<file path="src/rtl/ct_ifu_spsram44_arb.sv">
// ---------------------------------------------------------------------------
// ct_ifu_spsram44_arb
//
// Purpose:
//   Arbiter and sequencer in front of one single-port 512x44 IFU SRAM macro
//   (A/CEN/GWEN/WEN/D/Q interface). Three sources share the array, highest
//   priority first:
//     1. an internal invalidate walker that writes zero to every address,
//     2. a write (refill/update) requester,
//     3. a read (lookup) requester.
//   A read that keeps losing to writes is promoted above the write once it
//   has lost STARVE_LIMIT consecutive cycles, so reads cannot be starved.
//   Read data returns with a fixed one-cycle latency.
//
// Configuration macro:
//   CT_SPSRAM44_RESET_INIT_EN - when defined, the walker starts by itself on
//   reset release so the array is zeroed before first use. When undefined,
//   the array is cleared only on inv_req.
//
// Ports:
//   CLK, RST          clock (rising edge) / asynchronous active-high reset
//   inv_req           start (or restart) an invalidate walk
//   inv_busy          walker active
//   inv_done          one-cycle pulse after the last walk write
//   wr_vld/addr/data/mask, wr_grant   write request, held until granted
//   rd_vld/addr, rd_grant             read request, held until granted
//   rd_data_vld, rd_data              read return, one cycle after rd_grant
//   sram_a/cen/gwen/wen/d             macro controls (active-low CEN/GWEN/WEN)
//   sram_q                            macro read data
// ---------------------------------------------------------------------------
module ct_ifu_spsram44_arb #(
  parameter int ADDR_WIDTH   = 9,
  parameter int DATA_WIDTH   = 44,
  parameter int STARVE_LIMIT = 4
) (
  input  logic                  CLK,
  input  logic                  RST,
  input  logic                  inv_req,
  output logic                  inv_busy,
  output logic                  inv_done,
  input  logic                  wr_vld,
  input  logic [ADDR_WIDTH-1:0] wr_addr,
  input  logic [DATA_WIDTH-1:0] wr_data,
  input  logic [DATA_WIDTH-1:0] wr_mask,
  output logic                  wr_grant,
  input  logic                  rd_vld,
  input  logic [ADDR_WIDTH-1:0] rd_addr,
  output logic                  rd_grant,
  output logic                  rd_data_vld,
  output logic [DATA_WIDTH-1:0] rd_data,
  output logic [ADDR_WIDTH-1:0] sram_a,
  output logic                  sram_cen,
  output logic                  sram_gwen,
  output logic [DATA_WIDTH-1:0] sram_wen,
  output logic [DATA_WIDTH-1:0] sram_d,
  input  logic [DATA_WIDTH-1:0] sram_q
);

  // Counter wide enough to hold STARVE_LIMIT itself (saturation value).
  localparam int CNT_W = (STARVE_LIMIT < 1) ? 1 : $clog2(STARVE_LIMIT + 1);

  localparam logic [ADDR_WIDTH-1:0] ADDR_ZERO = {ADDR_WIDTH{1'b0}};
  localparam logic [ADDR_WIDTH-1:0] ADDR_ONE  = {{(ADDR_WIDTH-1){1'b0}}, 1'b1};
  localparam logic [ADDR_WIDTH-1:0] ADDR_LAST = {ADDR_WIDTH{1'b1}};
  localparam logic [DATA_WIDTH-1:0] DATA_ZERO = {DATA_WIDTH{1'b0}};
  localparam logic [DATA_WIDTH-1:0] DATA_ONES = {DATA_WIDTH{1'b1}};
  localparam logic [CNT_W-1:0]      CNT_ZERO  = {CNT_W{1'b0}};
  localparam logic [CNT_W-1:0]      CNT_ONE   = CNT_W'(1);
  localparam logic [CNT_W-1:0]      CNT_MAX   = CNT_W'(STARVE_LIMIT);

  typedef enum logic [0:0] {
    ST_IDLE = 1'b0,
    ST_WALK = 1'b1
  } state_e;

`ifdef CT_SPSRAM44_RESET_INIT_EN
  localparam state_e STATE_RST = ST_WALK;
`else
  localparam state_e STATE_RST = ST_IDLE;
`endif

  // Registered state
  state_e                  state_q,       state_d;
  logic [ADDR_WIDTH-1:0]   walk_ptr_q,    walk_ptr_d;
  logic [CNT_W-1:0]        starve_cnt_q,  starve_cnt_d;
  logic                    inv_done_q,    inv_done_d;
  logic                    rd_data_vld_q, rd_data_vld_d;

  // Combinational arbitration results
  logic [ADDR_WIDTH-1:0]   walk_addr_s;
  logic                    read_wins_s;
  logic                    wr_grant_s;
  logic                    rd_grant_s;
  logic [ADDR_WIDTH-1:0]   sram_a_s;
  logic                    sram_cen_s;
  logic                    sram_gwen_s;
  logic [DATA_WIDTH-1:0]   sram_wen_s;
  logic [DATA_WIDTH-1:0]   sram_d_s;

  // Walk address for this cycle; a restart request takes effect immediately,
  // so the restart cycle already writes address 0.
  always_comb begin
    if (inv_req) begin
      walk_addr_s = ADDR_ZERO;
    end else begin
      walk_addr_s = walk_ptr_q;
    end
  end

  // Read beats write only when no write is pending or the read is starved.
  always_comb begin
    if (rd_vld && (!wr_vld || (starve_cnt_q == CNT_MAX))) begin
      read_wins_s = 1'b1;
    end else begin
      read_wins_s = 1'b0;
    end
  end

  // Macro control and grant selection for the current cycle.
  always_comb begin
    wr_grant_s  = 1'b0;
    rd_grant_s  = 1'b0;
    sram_a_s    = ADDR_ZERO;
    sram_cen_s  = 1'b1;
    sram_gwen_s = 1'b1;
    sram_wen_s  = DATA_ONES;
    sram_d_s    = DATA_ZERO;
    case (state_q)
      ST_WALK: begin
        // Full-width zero write; requesters are locked out.
        sram_a_s    = walk_addr_s;
        sram_cen_s  = 1'b0;
        sram_gwen_s = 1'b0;
        sram_wen_s  = DATA_ZERO;
        sram_d_s    = DATA_ZERO;
      end
      ST_IDLE: begin
        if (read_wins_s) begin
          rd_grant_s  = 1'b1;
          sram_a_s    = rd_addr;
          sram_cen_s  = 1'b0;
          sram_gwen_s = 1'b1;
          sram_wen_s  = DATA_ONES;
          sram_d_s    = DATA_ZERO;
        end else if (wr_vld) begin
          // A zero mask is still granted; the macro simply writes no bits.
          wr_grant_s  = 1'b1;
          sram_a_s    = wr_addr;
          sram_cen_s  = 1'b0;
          sram_gwen_s = 1'b0;
          sram_wen_s  = ~wr_mask;
          sram_d_s    = wr_data;
        end else begin
          sram_cen_s  = 1'b1;
        end
      end
      default: begin
        sram_cen_s = 1'b1;
      end
    endcase
  end

  // Walker sequencing: next FSM state, walk pointer and completion pulse.
  always_comb begin
    state_d    = state_q;
    walk_ptr_d = walk_ptr_q;
    inv_done_d = 1'b0;
    case (state_q)
      ST_IDLE: begin
        if (inv_req) begin
          state_d    = ST_WALK;
          walk_ptr_d = ADDR_ZERO;
        end else begin
          state_d    = ST_IDLE;
        end
      end
      ST_WALK: begin
        // Incrementing past the last address wraps the pointer back to 0.
        walk_ptr_d = walk_addr_s + ADDR_ONE;
        if (!inv_req && (walk_ptr_q == ADDR_LAST)) begin
          state_d    = ST_IDLE;
          inv_done_d = 1'b1;
        end else begin
          state_d    = ST_WALK;
        end
      end
      default: begin
        state_d    = ST_IDLE;
        walk_ptr_d = ADDR_ZERO;
      end
    endcase
  end

  // Saturating count of consecutive cycles in which a pending read lost.
  always_comb begin
    starve_cnt_d = starve_cnt_q;
    if (state_q == ST_IDLE) begin
      if (rd_grant_s) begin
        starve_cnt_d = CNT_ZERO;
      end else if (rd_vld && (starve_cnt_q != CNT_MAX)) begin
        starve_cnt_d = starve_cnt_q + CNT_ONE;
      end else begin
        starve_cnt_d = starve_cnt_q;
      end
    end else begin
      starve_cnt_d = starve_cnt_q;
    end
  end

  // Read data is valid in the cycle after the read was granted.
  always_comb begin
    rd_data_vld_d = rd_grant_s;
  end

  // State registers; reset drops any pending read return.
  always_ff @(posedge CLK or posedge RST) begin
    if (RST) begin
      state_q       <= STATE_RST;
      walk_ptr_q    <= ADDR_ZERO;
      starve_cnt_q  <= CNT_ZERO;
      inv_done_q    <= 1'b0;
      rd_data_vld_q <= 1'b0;
    end else begin
      state_q       <= state_d;
      walk_ptr_q    <= walk_ptr_d;
      starve_cnt_q  <= starve_cnt_d;
      inv_done_q    <= inv_done_d;
      rd_data_vld_q <= rd_data_vld_d;
    end
  end

  assign inv_busy    = (state_q == ST_WALK);
  assign inv_done    = inv_done_q;
  assign rd_data_vld = rd_data_vld_q;
  // Macro Q is only meaningful in the return cycle; squash it otherwise.
  assign rd_data     = rd_data_vld_q ? sram_q : DATA_ZERO;

  assign wr_grant    = wr_grant_s;
  assign rd_grant    = rd_grant_s;
  assign sram_a      = sram_a_s;
  assign sram_cen    = sram_cen_s;
  assign sram_gwen   = sram_gwen_s;
  assign sram_wen    = sram_wen_s;
  assign sram_d      = sram_d_s;

endmodule

</file>
<file path="config.mk">
export PLATFORM = sky130hd
export DESIGN_NAME = ct_ifu_spsram44_arb
export DESIGN_NICKNAME = d
export VERILOG_FILES = /design/src/rtl/ct_ifu_spsram44_arb.sv
export SDC_FILE = /design/constraint.sdc
export NUM_CORES = 1
export LEC_CHECK = 0
export CORE_AREA = 4 4 115 117
export DETAILED_ROUTE_END_ITERATION = 7
export DIE_AREA = 0 0 119 121
export DONT_BUFFER_PORTS = 1
export MAX_ROUTING_LAYER = met4
export PLACE_DENSITY = 0.31
export SETUP_SLACK_MARGIN = 0.4
export SLEW_MARGIN = 30
export SYNTH_ARGS = -nofsm -noshare
export SYNTH_HDL_FRONTEND = slang
export SYNTH_SLANG_ARGS = --single-unit
</file>
<file path="constraint.sdc">
create_clock -name CLK -period 3.1 [get_ports CLK]
set_clock_uncertainty 0.1 [all_clocks]
set_input_delay 0.62 -clock CLK [delete_from_list [all_inputs] [get_ports CLK]]
set_output_delay 0.62 -clock CLK [all_outputs]
set_load 0.02 [all_outputs]
</file>
==> run metrics <==
Worst-Margin Slew=approximately 630 ps; Async S/R FF share, synth=100%; Reg-to-Reg Start=walk_ptr_q[0]; Buf+Inv Stages, Crit Path=2; Worst path max stage delay=380 ps; CP startpoint=starve_cnt_q[0]; initial antenna violation count=5; Syn Inst Count=around 240; port buffer count=0; unrepaired setup endpoints after global routing=false; Root Buffer=clkbuf_16; Initial Utilization=around 14%; number of remaining DRC errors=0; Clk pin slew, worst setup/hold paths=50 ps; final setup fails=0; Final TNS setup=0 ps; WL final=between 8 and 9 mm; remaining global-route overflow=0; final worst slack=between 500 and 600 ps; area of the core=12400 sq um; VDD IR max=151 uV; DRT Pass-1 Iters=4; Routability Congestion=~0.73; Synth area leader=and2_1; sequential share of the synthesized area=about a fifth; total die area=between 10000 and 15000 sq um; Pleak=around 0.00082 uW; vias=about 1800; number of global-route vias before repair=1641; Yosys top cell area share=around a third; DR vias/cell=~4.5; clk buf depth=2; Syn. warnings=0; Area contributors post-synth=and2_1 (33%), dfrtp_1 (21%), a21oi_1 (13%); Die Width=~120 microns; min Tclk post-route=between 2000 and 3000 ps; top cells by count, synth=and2_1 (95), a21oi_1 (48), dfrtp_1 (15), clkbuf_1 (11), a221o_1 (9); Register-to-Register Path Depth=5; CP Cell Sequence=inv_1 > ha_4 > a311oi_4 > buf_12 > a221o_1; H-Tree Depth=1; net count after synthesis=between 400 and 500; CTS Buf Count=3; RR Endpoint=walk_ptr_q[8]; cell area after synthesis=approximately 1800 sq um; outcome=finished clean; first-pass GRT wire length=between 10 and 15 mm; Reg2Reg Setup Slack=about 1400 ps; crit-path max FO=28; Post-Place Setup Slack=464 ps; Hold/Removal Path Class=input pin to asynchronous set/reset pin; largest delay contributor family on the critical path=compound AO/OA/AOI/OAI gates; Worst Setup End Kind=output pin; Worst EP required=2380 ps; drt wl/cell=about 21 microns; Layout Nets=a little under 400; DP HPWL=7.05 mm; crit path kind=flip-flop to output pin; pwr dens=approximately 250 nW/um^2; Layout area overhead=18.9%; IO Count=slightly above 300; Synth Flop Type=dfrtp_1; Antenna diodes=0; GRT Overall Usage=roughly a tenth; #FFs+latches synth=15; largest net degree at the start of global routing=50; Syn Area/Cell=7.32 sq um; post-route ant nets=0; fmax=approximately 0.39 GHz; max-slew violations=0; Crit-path slowest cell=dfrtp_1; std cell rows=41; synth unique cells=32; CTS sink cnt=15; crit start category=flip-flop; Fin. Hold Viols=0; Chip Height=between 100 and 150 microns; Final Cycle Share=between 80 and 90%; Fillers=roughly 1400; initial DRC count=55; share of cells above drive strength 1=~9.0%; Critical path destination=sram_a[7]; top-count cell post-synth=and2_1; Max Cap Viol=0; CTS tree=yes; # hold bufs at CTS=0; crit path DAT=roughly 1900 ps; worst rel slew slack=57.7%; Crit. path cell count=5; EDFF count, synth=0; Worst-Skew Late Latency=250 ps
worst register-to-register path, stage by stage (launching register included):
cell and delay [ps]:
dfrtp_1 390, nor2b_1 330, ha_1 280, nand4_1 110, or3_1 330, a21oi_1 140
power by group:
part	leakage (uW)	total (uW)	switching, uW	internal (uW)
Clock	0.0000409	258	85.3	173
Sequential	0.000195	213	9.79	204
Combinational	0.000586	64.1	40.7	23.4
Total	0.000822	535	136	400
worst min path at each step:
stage                                 end  slack (ps)  cells after the start
after floorplan           starve_cnt_q[1]         380                      2
after global placement    starve_cnt_q[1]         410                      2
after detailed placement  starve_cnt_q[1]         410                      2
after CTS                 starve_cnt_q[2]         270                      1
after global routing      starve_cnt_q[2]         300                      1
final                     starve_cnt_q[2]         240                      1
layout by cell type, fill, tap and decap left out, types with 3 or more instances in the layout:
master	netlist	layout
o21ai_0	5	5
a21oi_1	48	48
xor2_1	3	3
buf_4	1	3
nor3b_1	5	5
nand4_1	4	4
dfrtp_1	15	13
a221o_1	9	9
inv_1	5	5
nand2_1	4	4
and2_1	95	94
nor2_1	3	3
clkbuf_16	0	3
nor2b_1	4	4
or3_1	3	3
cell families after synthesis:
kind of cell | share of synthesized area [%]
DFF | 21.0
muxes | 0.630
AOI/OAI and AO/OA | 24.3
buffers and inverters | 6.30
adders and majority gates | 2.10
and+or+nand+nor | 43.7
xor gates and xnor gates | 1.96
sequential cells by signal, indices dropped and copies added (netlist names):
signal	count
inv_busy	1
inv_done	1
rd_data_vld	1
starve_cnt_q	3
walk_ptr_q	9
routing by layer:
metal	global-route usage [%]	share of wire (%)	vias up
met3	1.72	8.6	14
li1	-	-	816
met1	11.2	35	819
met4	1.09	1.3	0
met2	19.5	55	166
met5	-	0	-
timing repair:
item / CTS / global route
endpoints found under the setup margin: 98 / 27
resized for setup: 7 / 4
buffers inserted: 0 / 1
cloned: 2 / 0
pin swaps: 3 / 2
cell type report:
cell class | instances | area [sq um] | area share [%]
flip-flops and latches | 15 | 378 | 17.8
clock inverters | 1 | 5.00 | 0.236
repair buffers | 6 | 81.3 | 3.83
clock buffers | 3 | 75.1 | 3.53
inverters | 5 | 18.8 | 0.883
well taps | 172 | 215 | 10.1
multi-input cells | 204 | 1350 | 63.6
through the flow:
| step | cell area, sq um | hold slack, ps | total power [uW] | util, % | std cells |
|---|---|---|---|---|---|
| 2_1_floorplan | 1790 | 375 | 261 | - | 244 |
| 3_3_place_gp | 1950 | 414 | 272 | 15.8 | 399 |
| 3_5_place_dp | 1950 | 413 | 272 | 15.8 | 399 |
| 4_1_cts | 2110 | 271 | 542 | 17.0 | 405 |
| 5_1_grt | 2120 | 303 | 559 | 17.2 | 406 |
| 6_report | 2120 | 237 | 535 | 17.2 | 406 |
(Power assumes the default switching activity.)
